<file path="src/rtl/alu_issue_arbiter.sv">
// Round-robin issue arbiter in front of one shared combinational ALU.
// The granted lane's operands go to the ALU; the result returns through a one-deep response register.
module alu_issue_arbiter #(
   parameter int         DATA_WIDTH = 64,
   parameter int         NUM_REQ    = 4,
   parameter int         ID_WIDTH   = $clog2(NUM_REQ),
   parameter logic [4:0] MAX_FUNC   = 5'b01001
) (
   input  logic                          clk,
   input  logic                          rst_n,
   input  logic [NUM_REQ-1:0]            req_valid,
   output logic [NUM_REQ-1:0]            req_ready,
   input  logic [NUM_REQ*DATA_WIDTH-1:0] req_a,
   input  logic [NUM_REQ*DATA_WIDTH-1:0] req_b,
   input  logic [NUM_REQ*5-1:0]          req_func,
   output logic [DATA_WIDTH-1:0]         alu_a,
   output logic [DATA_WIDTH-1:0]         alu_b,
   output logic [4:0]                    alu_func,
   input  logic [DATA_WIDTH-1:0]         alu_result,
   output logic                          rsp_valid,
   input  logic                          rsp_ready,
   output logic [DATA_WIDTH-1:0]         rsp_data,
   output logic [ID_WIDTH-1:0]           rsp_id,
   output logic                          rsp_err
);

   localparam logic [ID_WIDTH:0]   NUM_REQ_W = (ID_WIDTH+1)'(NUM_REQ);
   localparam logic [ID_WIDTH-1:0] LAST_ID   = ID_WIDTH'(NUM_REQ - 1);

   logic [ID_WIDTH-1:0] rr_ptr;
   logic [ID_WIDTH-1:0] grant_idx;
   logic [ID_WIDTH:0]   cand;
   logic                grant_found;
   logic                grant_ok;
   logic                slot_free;
   logic                func_err;

   assign slot_free = !rsp_valid || rsp_ready;

   // First valid lane at or after rr_ptr, wrapping modulo NUM_REQ (NUM_REQ need not be a power of two).
   always_comb begin
      grant_found = 1'b0;
      grant_idx   = '0;
      cand        = '0;
      for (int k = 0; k < NUM_REQ; k++) begin
         cand = {1'b0, rr_ptr} + (ID_WIDTH+1)'(k);
         if (cand >= NUM_REQ_W) begin
            cand = cand - NUM_REQ_W;
         end
         if (!grant_found && req_valid[cand[ID_WIDTH-1:0]]) begin
            grant_found = 1'b1;
            grant_idx   = cand[ID_WIDTH-1:0];
         end
      end
   end

   // Reset gates the grant so nothing is accepted while rst_n is low.
   assign grant_ok  = grant_found && slot_free && rst_n;
   assign req_ready = grant_ok ? (NUM_REQ'(1) << grant_idx) : '0;

   // Idle ALU inputs are held at zero to avoid toggling the shared datapath.
   assign alu_a    = grant_ok ? req_a[int'(grant_idx)*DATA_WIDTH +: DATA_WIDTH] : '0;
   assign alu_b    = grant_ok ? req_b[int'(grant_idx)*DATA_WIDTH +: DATA_WIDTH] : '0;
   assign alu_func = grant_ok ? req_func[int'(grant_idx)*5 +: 5] : '0;
   assign func_err = alu_func > MAX_FUNC;

   always_ff @(posedge clk) begin
      if (!rst_n) begin
         rsp_valid <= 1'b0;
         rsp_data  <= '0;
         rsp_id    <= '0;
         rsp_err   <= 1'b0;
         rr_ptr    <= '0;
      end else if (grant_ok) begin
         rsp_valid <= 1'b1;
         rsp_data  <= func_err ? '0 : alu_result;
         rsp_id    <= grant_idx;
         rsp_err   <= func_err;
         rr_ptr    <= (grant_idx == LAST_ID) ? '0 : grant_idx + 1'b1;
      end else if (rsp_valid && rsp_ready) begin
         rsp_valid <= 1'b0;
      end
   end

endmodule

</file>
<file path="config.mk">
export PLATFORM = sky130hd
export DESIGN_NAME = alu_issue_arbiter
export DESIGN_NICKNAME = d
export VERILOG_FILES = /design/src/rtl/alu_issue_arbiter.sv
export SDC_FILE = /design/constraint.sdc
export NUM_CORES = 1
export LEC_CHECK = 0
export BUFFER_PORTS_ARGS = -buffer_cell sky130_fd_sc_hd__buf_2
export CAP_MARGIN = 20
export CELL_PAD_IN_SITES_DETAIL_PLACEMENT = 1
export CELL_PAD_IN_SITES_GLOBAL_PLACEMENT = 1
export CORE_AREA = 5 5 312 314
export DETAILED_ROUTE_END_ITERATION = 8
export DIE_AREA = 0 0 317 319
export MAX_ROUTING_LAYER = met4
export PLACE_DENSITY = 0.34
export SETUP_SLACK_MARGIN = 0.5
export SLEW_MARGIN = 20
export SYNTH_ARGS = -nofsm -noshare
export SYNTH_HDL_FRONTEND = slang
export SYNTH_SLANG_ARGS = --single-unit
export TNS_END_PERCENT = 20
</file>
<file path="constraint.sdc">
create_clock -name clk -period 3.41 [get_ports clk]
set_clock_uncertainty 0.05 [all_clocks]
set_input_delay 0.682 -clock clk [delete_from_list [all_inputs] [get_ports clk]]
set_output_delay 0.682 -clock clk [all_outputs]
set_load 0.1 [all_outputs]
</file>
==> results of run 1 <==
Yosys cell counts (2+ instances only):
| library cell | n | share of area |
|---|---|---|
| nor2b_1 | 4 | 0.0035 |
| buf_1 | 9 | 0.0047 |
| mux2i_1 | 39 | 0.055 |
| a221oi_1 | 143 | 0.17 |
| ha_1 | 4 | 0.0070 |
| o22ai_1 | 19 | 0.017 |
| nor4_1 | 2 | 0.0017 |
| nand2_1 | 263 | 0.14 |
| a221oi_2 | 50 | 0.10 |
| and3_1 | 48 | 0.042 |
| o21ai_0 | 8 | 0.0056 |
| and2_1 | 4 | 0.0035 |
| buf_2 | 17 | 0.012 |
| nand3_1 | 167 | 0.12 |
| dfxtp_1 | 70 | 0.20 |
| nor2_1 | 70 | 0.037 |
| a211o_1 | 4 | 0.0049 |
| buf_6 | 5 | 0.0079 |
| clkbuf_1 | 100 | 0.052 |
sequential cells by signal, summed over array words and instances (netlist names):
name / flops
rsp_err: 1
rsp_id: 2
rsp_data: 64
rsp_valid: 1
rr_ptr: 2
placed cells by master, fill, tap and decap left out, types with 45 or more instances in the layout:
cell type	count
a221oi_1	51
a221oi_2	120
and3_4	45
buf_12	168
buf_2	666
buf_4	171
dfxtp_1	68
nand2_1	215
nand3_1	128
nor2_4	68
power groups by stage:
stage	sequential [mW]	clock, mW	combinational (mW)
after detailed placement	0.949	0	9.50
final	0.937	1.14	10.6
after CTS	0.937	1.20	10.4
after floorplan	1.41	0	5.15
after global routing	0.946	1.22	11.0
after global placement	0.947	0	9.45
how the worst max path moves through the flow:
stage | endpoint | cells past startpoint
final | alu_a[16] | 12
after global placement | alu_a[16] | 11
after global routing | alu_a[0] | 15
after floorplan | alu_a[15] | 9
after detailed placement | alu_a[16] | 11
after CTS | alu_a[16] | 11
worst max-delay path, cell delays in order:
cell and delay [ps]:
buf_8 90, buf_6 100, nand2_2 50, a211o_1 360, nand2_4 140, nor2_4 60, buf_12 140, buf_16 180
a221oi_4 510, buf_6 180, nor2_4 40, buf_12 150
cell type report:
type,instances,share of cell area
Timing Repair Buffer,1068,0.449
Antenna cell,41,0.00504
Tap cell,1265,0.0778
Inverter,3,0.00160
Clock inverter,5,0.00523
Clock buffer,11,0.0119
Multi-Input combinational cell,837,0.380
Sequential cell,70,0.0690
routing by layer:
layer	routed length, um	part of all wire	global-route usage
met1	28600	0.35	0.154
met2	44500	0.54	0.292
met3	6880	0.083	0.0500
met4	3010	0.036	0.0503
met5	0	0	-
cell families after synthesis:
family,count (synthesis),synth area share
AND/OR/NAND/NOR,564,0.350
AO/OA/AOI/OAI,230,0.313
buffers and inverters,134,0.0788
flip-flops,70,0.196
multiplexers,39,0.0545
adder cells (fa/ha/maj),4,0.00699
per-stage QoR:
step / std cells / power, mW / utilization / setup slack [ps] / TNS [ps]
final: 3300 / 12.6 / 0.216 / -43.4 / -279
after global routing: 3298 / 13.2 / 0.216 / -119 / -4950
after CTS: 3236 / 12.5 / 0.206 / -14.0 / -34.0
after detailed placement: 3184 / 10.4 / 0.182 / -555 / -12660
after global placement: 3184 / 10.4 / 0.182 / -550 / -8650
after floorplan: 1041 / 6.56 / - / 13.3 / 0
what timing repair did:
item | 4_1_cts | 5_1_grt
resized for setup | 284 | 91
hold buffers | 0 | 0
cloned | 8 | 8
hold endpoints to repair | 0 | 0
setup buffers | 28 | 15
endpoints found under the setup margin | 154 | 137
pin swaps | 83 | 62
==> impl_metrics.ini, run 1 <==
[outcome]
outcome = finished with violations
violations = negative setup slack

[die]
dieArea_mm2 = 0.101
core.rowCount = 113
core_area_mm2 = 0.0943
initial_utilization = 0.0759
die_w_um = 317
die_h_um = 319
ioPinCount = 808

[min_path]
min_to = rsp_id[1]
hold_class = reg -> reg
hold_path_depth = 2
hold_path_startpoint = rsp_id[1]

[place]
dpl.hpwl_um = 67100
place_area_mm2 = 0.0172
place.gp.congestion = 0.880
io_buffer_count = 807

[worst_setup_path]
timing.rr.end = rsp_data[45]
crit_start = req_valid[0]
r2r_cells = 9
path_max_fanout = 20
reg2reg_from = rr_ptr[0]
crit_required_ps = 2680
critical_path_class = in -> out
critPathCaptureType = primary output
cp_data_arrival_time_ps = 2720
start_kind = input pin
r2r_slack_ps = 720

[sta]
maxSlewHeadroom = 0.615
finalMaxSlewViolations = 0
tightest_slew_ps = 577
finalHoldViolCount = 0
rsz0062_at_grt = yes
whs_ps = 423
setup_viol = 25
timing.final.crit_share = 1.01
finalCriticalPeriod_ps = 3450
clock.fmax_mhz = 290
setup_slack_ps = -43.4

[clock_network]
worstSkewPairLatency_ps = 350
cts.sinks = 70
cts_root_buffer = clkbuf_16
cts-buffers-inserted = 9
cts_tree = built
cts_buffer_depth = 2
clk_pin_slew_ps = 60
htreeDepth = 3

[global_route]
grt_start_max_net_pins = 66
grt_pass1_vias = 14200
grt_usage = 0.157
grt_overflow_total = 0
antenna_found_initial = 61
grt_pass1_wl_um = 111000

[cells_and_area]
regArea_mm2 = 0.00140
fin_nets = 2596
fillerInstances = 11100
drive_above_1_share = 0.748
multi_input_area_mm2 = 0.00773
areaGrowthSynthToFinish_pct = 184
final_area_mm2 = 0.0203

[yosys]
ys_seq_area_frac = 0.196
synth_edf_count = 0
synth_nets = 1648
ys_async_sr_fraction = 0
syn_area_mm2 = 0.00716
ys_seq_elements = 70
syn_inst = 1041
yosysUniqueCellTypes = 34
yosysWarnings = 0
syn_area_per_cell_um2 = 6.88
synth_ff_type = dfxtp_1

[detailed_routing]
first_iter_violations = 419
ant_nets = 0
wirelength_um = 83000
wl_per_cell_um = 25.2
routed_via_density = 3.90
via_count = 12900
drc = 0
drt_pre_antenna_iters = 5

[flow_run]
cap_viol_max_count = 0

[pwr]
p_clk_frac = 0.090
cellPowerDensity_mw_per_mm2 = 621
switchingPower_mw = 6.99
vdd_ir_drop_max_mv = 0.246
pwr-share-comb = 0.835
leakagePower_nw = 8.81
p_int_mw = 5.64
switching_share = 0.554
power_frac_seq = 0.074
Power figures use the tool's default switching activity.
==> run 2, diff against run 1 <==
--- a/config.mk
+++ b/config.mk
@@ -13,7 +13,7 @@
 export DETAILED_ROUTE_END_ITERATION = 8
 export DIE_AREA = 0 0 317 319
 export MAX_ROUTING_LAYER = met4
-export PLACE_DENSITY = 0.34
+export PLACE_DENSITY = 0.41
 export SETUP_SLACK_MARGIN = 0.5
 export SLEW_MARGIN = 20
 export SYNTH_ARGS = -nofsm -noshare
==> run 2 against run 1 <==
Against the previous run:
- the run now ends clean
- fmax grew 2.7%
- setup slack gained 92 ps
- flip-flop and latch count is the same
- highest routed layer unchanged
- final cell count shrank 0.18%
- largest power group unchanged
==> impl_metrics.ini, run 2 (same netlist as run 1, synthesis figures left out) <==
[sta]
tightest_slew_ps = 551
finalHoldViolCount = 0
setup_slack_ps = 48.9
timing.final.crit_share = 0.986
rsz0062_at_grt = yes
finalCriticalPeriod_ps = 3360
whs_ps = 405
setup_viol = 0
finalMaxSlewViolations = 0
clock.fmax_mhz = 298
maxSlewHeadroom = 0.635

[cells_and_area]
drive_above_1_share = 0.697
top_regs = rsp_data (64), rr_ptr (2), rsp_id (2)
final_area_mm2 = 0.0197
finalNonFillerCells = 3294
regMostFlops = rsp_data
layout_common_cells = buf_2, nand2_1, buf_12
largest_reg_flops = 64
final_common_cell = buf_2
areaGrowthSynthToFinish_pct = 175
fin_nets = 2577

[min_path]
hold_class = reg -> reg
hold_path_startpoint = rsp_id[1]
min_to = rsp_id[1]
hold_path_depth = 2

[place]
place_area_mm2 = 0.0173
place.gp.congestion = 0.928
dpl.hpwl_um = 66500
place_ws_ps = -160
io_buffer_count = 807
place_inst = 3172

[worst_setup_path]
r2r_cells = 10
cp_data_arrival_time_ps = 2630
path_max_fanout = 6
timing.rr.end = rsp_data[55]
critPathCaptureType = primary output
reg2reg_from = rr_ptr[0]
crit_required_ps = 2680
critical_path_class = in -> out
r2r_slack_ps = 640
start_kind = input pin

[clock_network]
htreeDepth = 3
worstSkewPairLatency_ps = 350
cts_root_buffer = clkbuf_16
cts_tree = built
cts.sinks = 70
clk_pin_slew_ps = 60
cts_buffer_depth = 2
cts-buffers-inserted = 9

[global_route]
grt_start_max_net_pins = 66
grt_pass1_vias = 13900
grt_overflow_total = 0
antenna_found_initial = 82
grt_usage = 0.150
grt_pass1_wl_um = 106000

[pwr]
switchingPower_mw = 6.78
p_int_mw = 5.54
p_clk_frac = 0.098
switching_share = 0.550
leakagePower_nw = 8.52
power_frac_seq = 0.076
cellPowerDensity_mw_per_mm2 = 626
vdd_ir_drop_max_mv = 0.383
pwr-share-comb = 0.826

[detailed_routing]
ant_nets = 0
drt_pre_antenna_iters = 5
wirelength_um = 81200
wl_per_cell_um = 24.6
drc = 0
via_count = 12800
routed_via_density = 3.88
first_iter_violations = 537

[outcome]
outcome = completed

[die]
initial_utilization = 0.0759
dieArea_mm2 = 0.101
core.rowCount = 113
die_h_um = 319
die_w_um = 317
ioPinCount = 808
core_area_mm2 = 0.0943

[flow_run]
cap_viol_max_count = 0
-- run 2: changes by cell type in the layout (fill, tap and decap cells not counted), sizes merged --
cell	previous run	this run
buf	1061	1035
clkbuf	18	22
inv	2	1
diode	41	54
bufbuf	0	2
clkinv	2	3
bufinv	3	4
-- run 2: timing repair --
action | in CTS | in global routing
pin swaps | 17 | 38
endpoints found under the setup margin | 202 | 195
hold buffers | 0 | 0
gates resized for setup | 88 | 114
buffers inserted | 15 | 21
cloned | 5 | 11
-- run 2: critical path, stage by stage --
cell and delay [ps]:
buf_6 100, nor2b_4 130, a211o_1 330, nand2_4 130
nor2_4 80, buf_12 150, buf_16 140, buf_12 130
a221oi_1 340, buf_4 190, nor2_4 40, buf_12 170
-- run 2: how the worst max path moves through the flow --
stage	startpoint	endpoint	slack, ps	cells past startpoint
after floorplan	req_valid[0]	alu_a[15]	10	9
after global placement	req_valid[0]	alu_func[0]	-170	10
after detailed placement	req_valid[0]	alu_a[31]	-160	10
after CTS	req_valid[0]	alu_b[12]	10	11
after global routing	rr_ptr[1]	alu_a[32]	-40	11
final	req_valid[2]	alu_b[22]	50	12
-- run 2: stage by stage --
| stage | total power [mW] | setup TNS [ps] | utilization |
|---|---|---|---|
| 2_1_floorplan | 6.56 | 0 | - |
| 3_3_place_gp | 10.3 | -4950 | 0.183 |
| 3_5_place_dp | 10.3 | -5960 | 0.183 |
| 4_1_cts | 12.0 | 0 | 0.196 |
| 5_1_grt | 12.8 | -329 | 0.209 |
| 6_report | 12.3 | 0 | 0.209 |
-- run 2: final cells by class --
type | count | area (um2)
tap | 1265 | 1580
fill | 11200 | 74600
clock buffer | 10 | 239
timing repair buffer | 1049 | 8950
inverter | 3 | 33.8
clock inverter | 6 | 133
sequential | 70 | 1410
antenna | 54 | 135
multi-input combinational | 837 | 7220
-- run 2: power groups by stage --
stage          Combinational, mW  Sequential (mW)  Clock (mW)
6_report                    10.2            0.939        1.21
5_1_grt                     10.6            0.947        1.28
4_1_cts                     9.80            0.938        1.26
3_5_place_dp                9.38            0.952           0
3_3_place_gp                9.31            0.950           0
2_1_floorplan               5.15             1.41           0
-- run 2: routing by layer --
metal	wire length, um	global-route usage	up-vias
li1	-	-	5899
met1	28700	0.153	6261
met2	42900	0.263	522
met3	7010	0.0492	115
met4	2550	0.0662	0
met5	0	-	-
